===== src/rtl/posit_pkg.sv =====
// Shared posit definitions for the arithmetic units (adder, multiplier,
// converters, encoder).
//   - posit_log2      : ceiling log2, used to derive the regime-count width Bs
//   - N_DEF / ES_DEF  : default posit width and exponent field width
//   - BS_DEF / SW_DEF : derived Bs and signed-scale width for the defaults
//   - posit_maxk      : largest regime magnitude that still fits (N-2)
//   - posit_maxpos / posit_minpos / posit_nar : bit patterns, LSB-aligned,
//     to be truncated to N bits by the user
package posit_pkg;

  function automatic int posit_log2(input int v);
    int r;
    r = 0;
    for (int i = 0; i < 31; i++) begin
      if ((1 << i) < v) r = i + 1;
    end
    return r;
  endfunction

  localparam int N_DEF  = 8;
  localparam int ES_DEF = 2;
  localparam int BS_DEF = posit_log2(N_DEF);
  localparam int SW_DEF = BS_DEF + ES_DEF + 2;

  function automatic int posit_maxk(input int n);
    return n - 2;
  endfunction

  localparam int MAXK_DEF = posit_maxk(N_DEF);

  // 0111...1
  function automatic logic [63:0] posit_maxpos(input int n);
    return (64'd1 << (n - 1)) - 64'd1;
  endfunction

  // 000...01
  function automatic logic [63:0] posit_minpos(input int n);
    return (n > 0) ? 64'd1 : 64'd0;
  endfunction

  // 100...0
  function automatic logic [63:0] posit_nar(input int n);
    return 64'd1 << (n - 1);
  endfunction

endpackage


===== src/rtl/posit_round_rne.sv =====
// Round-to-nearest-even for a truncated posit body (everything below the
// sign bit).
// Ports:
//   body_i   [N-2:0]  truncated body (regime, exponent, fraction)
//   guard_i           first bit below the truncation point
//   sticky_i          OR of every bit below the guard
//   body_o   [N-2:0]  rounded body
// An all-ones body is never incremented (it would wrap into NaR), and a body
// that ends up all zeros is lifted to minpos so finite values never become 0.
module posit_round_rne #(
  parameter int N = 8
) (
  input  logic [N-2:0] body_i,
  input  logic         guard_i,
  input  logic         sticky_i,
  output logic [N-2:0] body_o
);

  localparam int BW = N - 1;

  function automatic logic [BW-1:0] rne(input logic [BW-1:0] b,
                                        input logic          g,
                                        input logic          s);
    logic          inc;
    logic [BW-1:0] sum;
    inc = g & (s | b[0]);
    // A carry out of the fraction ripples into exponent and regime, which is
    // exactly the next representable posit.
    sum = b + BW'(inc);
    if (&b) return b;
    if (sum == '0) return BW'(1);
    return sum;
  endfunction

  assign body_o = rne(body_i, guard_i, sticky_i);

endmodule


===== src/rtl/posit_encoder.sv =====
// Pipelined posit packer: turns a decoded value (sign, signed power-of-two
// scale, fraction below the hidden 1, zero/NaR flags) into a rounded N-bit
// posit. One operation per cycle; start sampled at edge t gives done and the
// result after edge t+3.
// Ports:
//   clk, rst_n         rising-edge clock, asynchronous active-low reset
//   start              input fields valid this cycle
//   in_sign            sign of the value
//   in_scale [SW-1:0]  signed two's-complement scale (regime*2^es + exponent)
//   in_frac  [N-1:0]   fraction bits below the hidden 1, MSB weight 2^-1
//   in_zero, in_inf    value is exact zero / NaR (NaR wins if both)
//   out      [N-1:0]   encoded posit
//   inf, zero          out is NaR / out is zero
//   done               one-cycle pulse, out/inf/zero valid
module posit_encoder
  import posit_pkg::*;
#(
  parameter  int N  = N_DEF,
  parameter  int es = ES_DEF,
  localparam int Bs = posit_log2(N),
  localparam int SW = Bs + es + 2
) (
  input  logic                 clk,
  input  logic                 rst_n,
  input  logic                 start,
  input  logic                 in_sign,
  input  logic signed [SW-1:0] in_scale,
  input  logic        [N-1:0]  in_frac,
  input  logic                 in_zero,
  input  logic                 in_inf,
  output logic        [N-1:0]  out,
  output logic                 inf,
  output logic                 zero,
  output logic                 done
);

  localparam int BW   = N - 1;
  // Longest regime is N bits (k = N-2 gives N-1 ones and a terminator), so
  // a lead bit + exponent + fraction shifted by up to N-1 fits in L bits
  // without losing anything off the right end.
  localparam int L    = 2 * N + es;
  localparam int MAXK = posit_maxk(N);

  localparam logic signed [SW-1:0] SAT_POS = SW'(MAXK << es);
  localparam logic signed [SW-1:0] SAT_NEG = -SAT_POS;
  localparam logic signed [SW-1:0] ONE_S   = SW'(1);

  localparam logic [N-1:0]  NAR_PAT     = N'(posit_nar(N));
  localparam logic [BW-1:0] MAXPOS_BODY = BW'(posit_maxpos(N));
  localparam logic [BW-1:0] MINPOS_BODY = BW'(posit_minpos(N));

  // Out-of-range scales bypass rounding and land on the extreme finite
  // values; packed as {body, guard, sticky}.
  function automatic logic [BW+1:0] saturate(input logic            hi,
                                             input logic            lo,
                                             input logic [BW+1:0]   raw);
    if (hi) return {MAXPOS_BODY, 2'b00};
    if (lo) return {MINPOS_BODY, 2'b00};
    return raw;
  endfunction

  // Control (reset) and data (no reset) registers
  logic                 vld_p0, vld_p1, vld_p2;

  logic                 sign_p0, zero_p0, inf_p0;
  logic signed [SW-1:0] scale_p0;
  logic        [N-1:0]  frac_p0;

  logic                 sign_p1, nar_p1, zro_p1, sathi_p1, satlo_p1;
  logic signed [SW-1:0] k_p1;
  logic        [es-1:0] e_p1;
  logic        [N-1:0]  frac_p1;

  logic                 sign_p2, nar_p2, zro_p2;
  logic        [BW-1:0] body_p2;
  logic                 guard_p2, sticky_p2;

  logic        [N-1:0]  out_q, out_d;
  logic                 inf_q, inf_d, zero_q, zero_d, done_q;

  logic        [SW-1:0] rlen;
  logic        [L-1:0]  str;
  logic        [BW-1:0] body_d;
  logic                 guard_d, sticky_d;
  logic        [BW-1:0] rbody;
  logic        [N-1:0]  mag;

  always_ff @(posedge clk or negedge rst_n) begin
    if (!rst_n) begin
      vld_p0 <= 1'b0;
      vld_p1 <= 1'b0;
      vld_p2 <= 1'b0;
      out_q  <= '0;
      inf_q  <= 1'b0;
      zero_q <= 1'b0;
      done_q <= 1'b0;
    end else begin
      vld_p0 <= start;
      vld_p1 <= vld_p0;
      vld_p2 <= vld_p1;
      done_q <= vld_p2;
      if (vld_p2) begin
        out_q  <= out_d;
        inf_q  <= inf_d;
        zero_q <= zero_d;
      end
    end
  end

  // ---- p0: capture input fields
  always_ff @(posedge clk) begin
    if (start) begin
      sign_p0  <= in_sign;
      scale_p0 <= in_scale;
      frac_p0  <= in_frac;
      zero_p0  <= in_zero;
      inf_p0   <= in_inf;
    end
  end

  // ---- p1: split scale into regime k and exponent e, classify
  always_ff @(posedge clk) begin
    if (vld_p0) begin
      sign_p1  <= sign_p0;
      k_p1     <= scale_p0 >>> es;
      e_p1     <= scale_p0[es-1:0];
      frac_p1  <= frac_p0;
      nar_p1   <= inf_p0;
      zro_p1   <= zero_p0 & ~inf_p0;
      sathi_p1 <= scale_p0 > SAT_POS;
      satlo_p1 <= scale_p0 < SAT_NEG;
    end
  end

  // ---- p2: build regime|exponent|fraction string, truncate, guard/sticky
  // For k >= 0 the run is k+1 ones: shift in a 0 terminator and OR ones into
  // the vacated top bits. For k < 0 the run is -k zeros: shift a 1
  // terminator right and let zeros fill from the top.
  always_comb begin
    rlen = '0;
    str  = '0;
    if (k_p1[SW-1]) begin
      rlen = -k_p1;
      str  = {1'b1, e_p1, frac_p1, {BW{1'b0}}} >> rlen;
    end else begin
      rlen = k_p1 + ONE_S;
      str  = ({1'b0, e_p1, frac_p1, {BW{1'b0}}} >> rlen) | ~({L{1'b1}} >> rlen);
    end
    {body_d, guard_d, sticky_d} = saturate(sathi_p1, satlo_p1,
                                           {str[L-1 -: BW], str[L-1-BW], |str[L-2-BW:0]});
  end

  always_ff @(posedge clk) begin
    if (vld_p1) begin
      sign_p2   <= sign_p1;
      nar_p2    <= nar_p1;
      zro_p2    <= zro_p1;
      body_p2   <= body_d;
      guard_p2  <= guard_d;
      sticky_p2 <= sticky_d;
    end
  end

  // ---- output: round, apply sign, override specials
  posit_round_rne #(.N(N)) u_round (
    .body_i   (body_p2),
    .guard_i  (guard_p2),
    .sticky_i (sticky_p2),
    .body_o   (rbody)
  );

  assign mag = {1'b0, rbody};

  always_comb begin
    out_d  = sign_p2 ? -mag : mag;
    inf_d  = 1'b0;
    zero_d = 1'b0;
    if (nar_p2) begin
      out_d = NAR_PAT;
      inf_d = 1'b1;
    end else if (zro_p2) begin
      out_d  = '0;
      zero_d = 1'b1;
    end
  end

  assign out  = out_q;
  assign inf  = inf_q;
  assign zero = zero_q;
  assign done = done_q;

endmodule


===== config.mk =====
export PLATFORM = sky130hd
export DESIGN_NAME = posit_encoder
export DESIGN_NICKNAME = d
export VERILOG_FILES = /design/src/rtl/posit_pkg.sv /design/src/rtl/posit_round_rne.sv /design/src/rtl/posit_encoder.sv
export SDC_FILE = /design/constraint.sdc
export NUM_CORES = 1
export LEC_CHECK = 0
export ABC_AREA = 1
export BUFFER_PORTS_ARGS = -buffer_cell sky130_fd_sc_hd__buf_4
export CAP_MARGIN = 0
export CELL_PAD_IN_SITES_DETAIL_PLACEMENT = 0
export CELL_PAD_IN_SITES_GLOBAL_PLACEMENT = 1
export CORE_AREA = 3 3 89 134
export DETAILED_ROUTE_END_ITERATION = 6
export DIE_AREA = 0 0 92 137
export GPL_ROUTABILITY_DRIVEN = 0
export PLACE_DENSITY = 0.67
export RECOVER_POWER = 50
export SKIP_CTS_REPAIR_TIMING = 1
export SLEW_MARGIN = 5
export SYNTH_ARGS = -nofsm -noshare
export SYNTH_HDL_FRONTEND = slang
export SYNTH_HIERARCHICAL = 1
export SYNTH_SLANG_ARGS = --single-unit

===== constraint.sdc =====
create_clock -name clk -period 2.15 [get_ports clk]
set_input_delay 0.1075 -clock clk [delete_from_list [all_inputs] [get_ports clk]]
set_output_delay 0.1075 -clock clk [all_outputs]
set_load 0.1 [all_outputs]

---- Word-level counts from Yosys, hierarchy flattened ----
Index checks and enable logic that the tools add are counted.
storage, ports and cells
  register bits ........................... 64
  input bits .............................. 21
  logic and storage cells ................. 65
operators by class
  add/sub/neg operators ................... 4
  magnitude comparators ................... 2
  shifts and indexed selects .............. 3
  muxes and demuxes ....................... 21
  bitwise logic cells ..................... 6
  reductions and logical operators ........ 3
operators with widths
  kind                                                                           number
  9-bit two-way mux                                                              4
  7-bit two-way mux                                                              4
  8-bit two-way mux                                                              3
  18-bit two-way mux                                                             1
  18-bit inverter                                                                1
  18-bit OR                                                                      1
  17-bit by 7-bit right shift with 18-bit output                                 1
  18-bit by 7-bit right shift with 18-bit output                                 1
  18-bit by 7-bit right shift with 18-bit output (first input constant)          1
  10-bit OR reduction                                                            1
  1-bit two-way mux                                                              9
  7-bit negation with 8-bit output                                               1
  7-bit by 1-bit adder with 7-bit output                                         1
  7-bit by 6-bit > comparator with 1-bit output (second input constant)          1
  7-bit zero test                                                                1
  7-bit by 6-bit less-than comparator with 1-bit output (second input constant)  1
  5-bit negation with 7-bit output                                               1
  7-bit AND reduction                                                            1
  5-bit by 2-bit adder with 6-bit output (second input constant)                 1
  1-bit bitwise AND                                                              2
  1-bit inverter                                                                 1
  1-bit OR                                                                       1

---- Logic depth before layout (Yosys ltp) ----
  word-level depth ........................ 12
  depth in mapped cells ................... 19

---- Modules after synthesis ----
The synthesis kept the hierarchy.
modules (own cells, without submodules)
  module           times used  cells each  area an instance (um^2)
  posit_encoder    1           460         3667.3
  posit_round_rne  1           52          220.2

---- Worst setup path after synthesis ----
Ideal clock, no wire load.
  path kind ............................... register to register
  start ................................... reg k_p1[0]
  end ..................................... reg sticky_p2, data pin
  data arrival time ....................... 2.079 ns
  required time ........................... 1.892 ns
  setup slack ............................. -0.188 ns
  stages on the path, launching flop included .. 17
  clock period less this slack ............ 2.338 ns
  cells stage by stage .................... edfxtp_1 > inv_1 > buf_2 > ha_1 > inv_2 > clkbuf_1 > nand3_1 > nand4_1 > nand2_1 > nor2_1 > nand2_1 > nand2_1 > nand2_1 > nor2_1 > nand2_1 > nand2_1 > a21oi_1
between the ends
  longest elaborated chain between the ends .. 8
  elaborated cells on any way between the ends .. 11
  classes of those cells .................. add/sub: 2; shift: 3; mux: 3; bitwise: 2; reduce/logical: 1
RTL lines
  what                                            RTL line              text
  start, declared                                 posit_encoder.sv:70   logic signed [SW-1:0] k_p1;
  start signal, assigned                          posit_encoder.sv:125  k_p1 <= scale_p0 >>> es;
  5-bit by 2-bit adder with 6-bit output          posit_encoder.sv:146  rlen = k_p1 + ONE_S;
  18-bit by 7-bit right shift with 18-bit output  posit_encoder.sv:147  str = ({1'b0, e_p1, frac_p1, {BW{1'b0}}} >> rlen) | ~({L{1'b1}} >> rlen);
  18-bit inverter                                 posit_encoder.sv:147
  18-bit OR                                       posit_encoder.sv:147
  18-bit two-way mux (*)                          posit_encoder.sv:142  if (k_p1[SW-1]) begin
  10-bit OR reduction (*)                         posit_encoder.sv:150  {str[L-1 -: BW], str[L-1-BW], |str[L-2-BW:0]});
  9-bit two-way mux (*)                           posit_encoder.sv:59   return raw;
  9-bit two-way mux (*)                           posit_encoder.sv:58   if (lo) return {MINPOS_BODY, 2'b00};
  end signal, assigned                            posit_encoder.sv:160  sticky_p2 <= sticky_d;
  end, declared                                   posit_encoder.sv:76   logic guard_p2, sticky_p2;
Mark *: on every way between the ends. The rest lies on a longest branch, timed or not.
A chain may end at the register's enable or synchronous reset.

---- Final worst setup path ----
  start ................................... reg guard_p2
  end ..................................... reg out_q[6] (netlist: out[6])
between the ends
  longest elaborated chain between the ends .. 11
  elaborated cells on any way between the ends .. 12
  classes of those cells .................. add/sub: 2; mux: 8; bitwise: 1; reduce/logical: 1
RTL lines
  what                                        RTL line               text
  start, declared                             posit_encoder.sv:76
  start signal, assigned                      posit_encoder.sv:159   guard_p2 <= guard_d;
  1-bit bitwise AND (*)                       posit_round_rne.sv:26  inc = g & (s | b[0]);
  7-bit by 1-bit adder with 7-bit output (*)  posit_round_rne.sv:29  sum = b + BW'(inc);
  7-bit zero test                             posit_round_rne.sv:31  if (sum == '0) return BW'(1);
  1-bit two-way mux (2 in series)             posit_round_rne.sv:31
  7-bit two-way mux (*)                       posit_round_rne.sv:32  return sum;
  7-bit two-way mux (*)                       posit_round_rne.sv:31
  via rbody[0]                                posit_encoder.sv:85    logic [BW-1:0] rbody;
  7-bit negation with 8-bit output (*)        posit_encoder.sv:175   out_d = sign_p2 ? -mag : mag;
  8-bit two-way mux (*)                       posit_encoder.sv:175
  8-bit two-way mux (*)                       posit_encoder.sv:181   end else if (zro_p2) begin
  8-bit two-way mux (*)                       posit_encoder.sv:178   if (nar_p2) begin
  end signal, assigned                        posit_encoder.sv:103   out_q <= out_d;
  end, declared                               posit_encoder.sv:78    logic [N-1:0] out_q, out_d;
Mark *: on every way through the listed nets, which the timed path passes. The rest lies on a longest branch. The select of a mux whose other input is x is not followed.

==> flow_summary.json <==
{
  "rr_worst_depth": 18,
  "htreeDepth": 3,
  "globalRouteTotalUtil": 0.1639,
  "fin_crit_ns": 2.271,
  "hold_slack_ns": 0.3547,
  "drt_iter0_drc": 199,
  "hp-class": "in2async",
  "grt_max_degree": 27,
  "final_cell_mix": "nand2_1, buf_4, nand3_1, edfxtp_1, inv_1",
  "initial_core_util": 0.3554,
  "via_per_inst": 4.858,
  "tightest_slew_ns": 0.9396,
  "dieArea_um2": 12600,
  "timing_worst_setup_path_type": "reg2reg",
  "cp-start-kind": "flop",
  "cap_viol_max_count": 0,
  "rrSetupSlack_ns": -0.12,
  "via_count": 3682,
  "netlist_instances": 512,
  "core-area_um2": 10940,
  "antenna_found_initial": 0,
  "layout.nets": 631,
  "die_w_um": 92,
  "setup_violations": 3,
  "n_fill_cell": 1092,
  "path_depth": 18,
  "path_clk_slew_ns": 0.06,
  "skew_ns": 0.003811,
  "static-leakage-power_nw": 2.467,
  "clockBufferDepth": 2,
  "grt-ovfl-total": 0,
  "comb_power_share": 0.311,
  "die-height_um": 137,
  "crit_end": "out[6]",
  "dpl-instance-area_um2": 4529,
  "worst_slack_ns": -0.1214,
  "cp_common_cell": "nand2_1",
  "timing.final.crit_share": 1.056,
  "slowest_stage": "edfxtp_1",
  "relSlewSlack": 0.3736,
  "layout_commonest_cell": "nand2_1",
  "drt-pass1-iter-count": 5,
  "wl_um": 10150,
  "finalHoldViolations": 0,
  "syn-cell-area_um2": 3887,
  "crit_chain": "nand2_2 -> inv_2 -> ha_4 -> nand3_4 -> nor2_2 -> nand2_1 -> nand2_1 -> nor2_1 -> nand2_1 -> nand2_1 -> inv_2 -> ha_4 -> inv_2 -> nor3_2 -> inv_1 -> o31ai_2 -> xor2_1 -> a22o_1",
  "outcome": "complete, but fails checks",
  "rows": 47,
  "synth-seq-cells": 64,
  "portBuffers": 31,
  "drive_above_1_share": 0.2570,
  "yosysSeqAreaShare": 0.4763,
  "grt_pass1_wl_um": 15990,
  "power.switching_w": 0.001447,
  "postSynthAreaPerCell_um2": 7.593,
  "p_int_w": 0.002824,
  "rr_startpoint": "guard_p2",
  "ys.warnings.count": 6,
  "final_cell_area_um2": 5393,
  "powerDensity_nw_per_um2": 792.0,
  "crit_arrival_ns": 2.49,
  "dp_slack_ns": -0.1209,
  "regToRegEndpoint": "out[6]",
  "cp_num_buf_inv": 4,
  "wl_per_cell_um": 13.39,
  "antennaDiodeCount": 0,
  "yosysUniqueCellTypes": 36,
  "cts_tree": "yes",
  "slowest_delay_ns": 0.36,
  "worstPathRequired_ns": 2.37,
  "clk_latency_ns": 0.33,
  "seq_power_share": 0.356,
  "cts_sinks": 64,
  "slew_viol_final": 0,
  "fmax_mhz": 440.3,
  "rsz0062_at_grt": "yes",
  "ir_drop_v": 0.0007116,
  "switching_share": 0.3387,
  "cts_made_buffers": 9,
  "crit_fanout": 3,
  "cp-end-kind": "flop",
  "pwr-share-clk": 0.333,
  "setup-tns-final_ns": -0.2191,
  "boundaryPins": 32,
  "dp_hpwl_um": 7751,
  "drcViolationCount": 0,
  "ant_nets": 0,
  "syn_to_final_growth_pct": 38.72,
  "crit_start": "guard_p2",
  "cts-root-buf": "clkbuf_16",
  "syn_nets": 537,
  "crit_family": "simple AND/OR/NAND/NOR gates",
  "grt_pass1_vias": 3443,
  "violations": "setup timing"
}
[metal layers]
metal | vias to the layer above | share of wire | GRT usage
li1 | 1892 | - | -
met1 | 1712 | 0.42 | 0.1846
met2 | 62 | 0.53 | 0.2988
met3 | 16 | 0.025 | 0.03135
met4 | 0 | 0.025 | 0.07273
met5 | - | 0 | 0
[final cells by class]
type	count	area [um2]	share of cell area
sequential	64	1852	0.3434
clock inverter	6	50.05	0.009281
multi-input combinational	376	1971	0.3654
tap	147	183.9	0.03411
inverter	56	219.0	0.04060
timing repair buffer	99	867.1	0.1608
clock buffer	10	250.2	0.04640
[synth_stat cells]
cell type,instances,area (um2)
nand2_1,179,671.9
nand3_1,60,300.3
inv_1,52,195.2
edfxtp_1,50,1501
nor2_1,45,168.9
o21ai_0,28,140.1
dfrtp_1,14,350.3
nand4_1,14,87.58
a21oi_1,13,65.06
clkbuf_1,5,18.77
buf_2,4,20.02
buf_4,4,30.03
ha_1,4,50.05
nor3_1,4,20.02
buf_6,3,33.78
inv_2,3,11.26
nand2_2,3,18.77
o21ai_1,3,15.01
xor2_1,3,26.28
a32o_1,2,20.02
nor2_2,2,12.51
nor4_1,2,12.51
o21a_1,2,15.01
a211oi_1,1,7.510
a21boi_1,1,7.510
a22o_1,1,8.760
clkinv_1,1,3.750
nand3_2,1,10.01
nand3b_1,1,7.510
nand4_2,1,12.51
o21bai_1,1,7.510
o22ai_1,1,6.260
o311ai_0,1,8.760
o31ai_1,1,7.510
or2_1,1,6.260
xnor2_1,1,8.760
[through the flow]
step / std cells / utilization / total power, W
detailed placement: 711 / 0.4141 / 0.002671
CTS: 727 / 0.4415 / 0.004098
global placement: 711 / 0.4141 / 0.002668
finish: 758 / 0.4930 / 0.004271
global route: 758 / 0.4930 / 0.004524
floorplan: 512 / - / 0.002285
[state kept, by name, summed over array words and instances, names as in the netlist, 2 cells and up]
register and count:
scale_p0 7, body_p2 7, out 8, e_p1 2
frac_p0 8, frac_p1 8, k_p1 5
[logic make-up (layout without fill, tap and decap cells)]
logic type / after synthesis / after routing / synth area share
buffers and inverters: 72 / 171 / 0.08046
adder cells (fa/ha/maj): 4 / 4 / 0.01287
XOR/XNOR: 4 / 4 / 0.009014
flip-flops: 64 / 64 / 0.4763
AND/OR/NAND/NOR: 313 / 313 / 0.3418
AO/OA/AOI/OAI: 55 / 55 / 0.07950
[worst min path at each step]
stage | startpoint | to | slack, ns | depth (start not counted)
2_1_floorplan | rst_n | done | -0.19 | 0
3_3_place_gp | rst_n | out[1] | -0.04 | 1
3_5_place_dp | rst_n | out[2] | -0.03 | 1
4_1_cts | rst_n | out[2] | -0.39 | 1
5_1_grt | frac_p0[1] | frac_p1[1] | 0.42 | 0
6_report | rst_n | out[2] | 0.35 | 2
[power by group through the flow]
stage               Clock [W]  Sequential, W  Combinational, W
floorplan                   0        0.00163          0.000651
global placement            0        0.00154           0.00113
detailed placement          0        0.00155           0.00112
CTS                   0.00145        0.00152           0.00113
global route          0.00152        0.00153           0.00147
finish                0.00142        0.00152           0.00133
No activity file was read; power rests on OpenSTA's default activity.
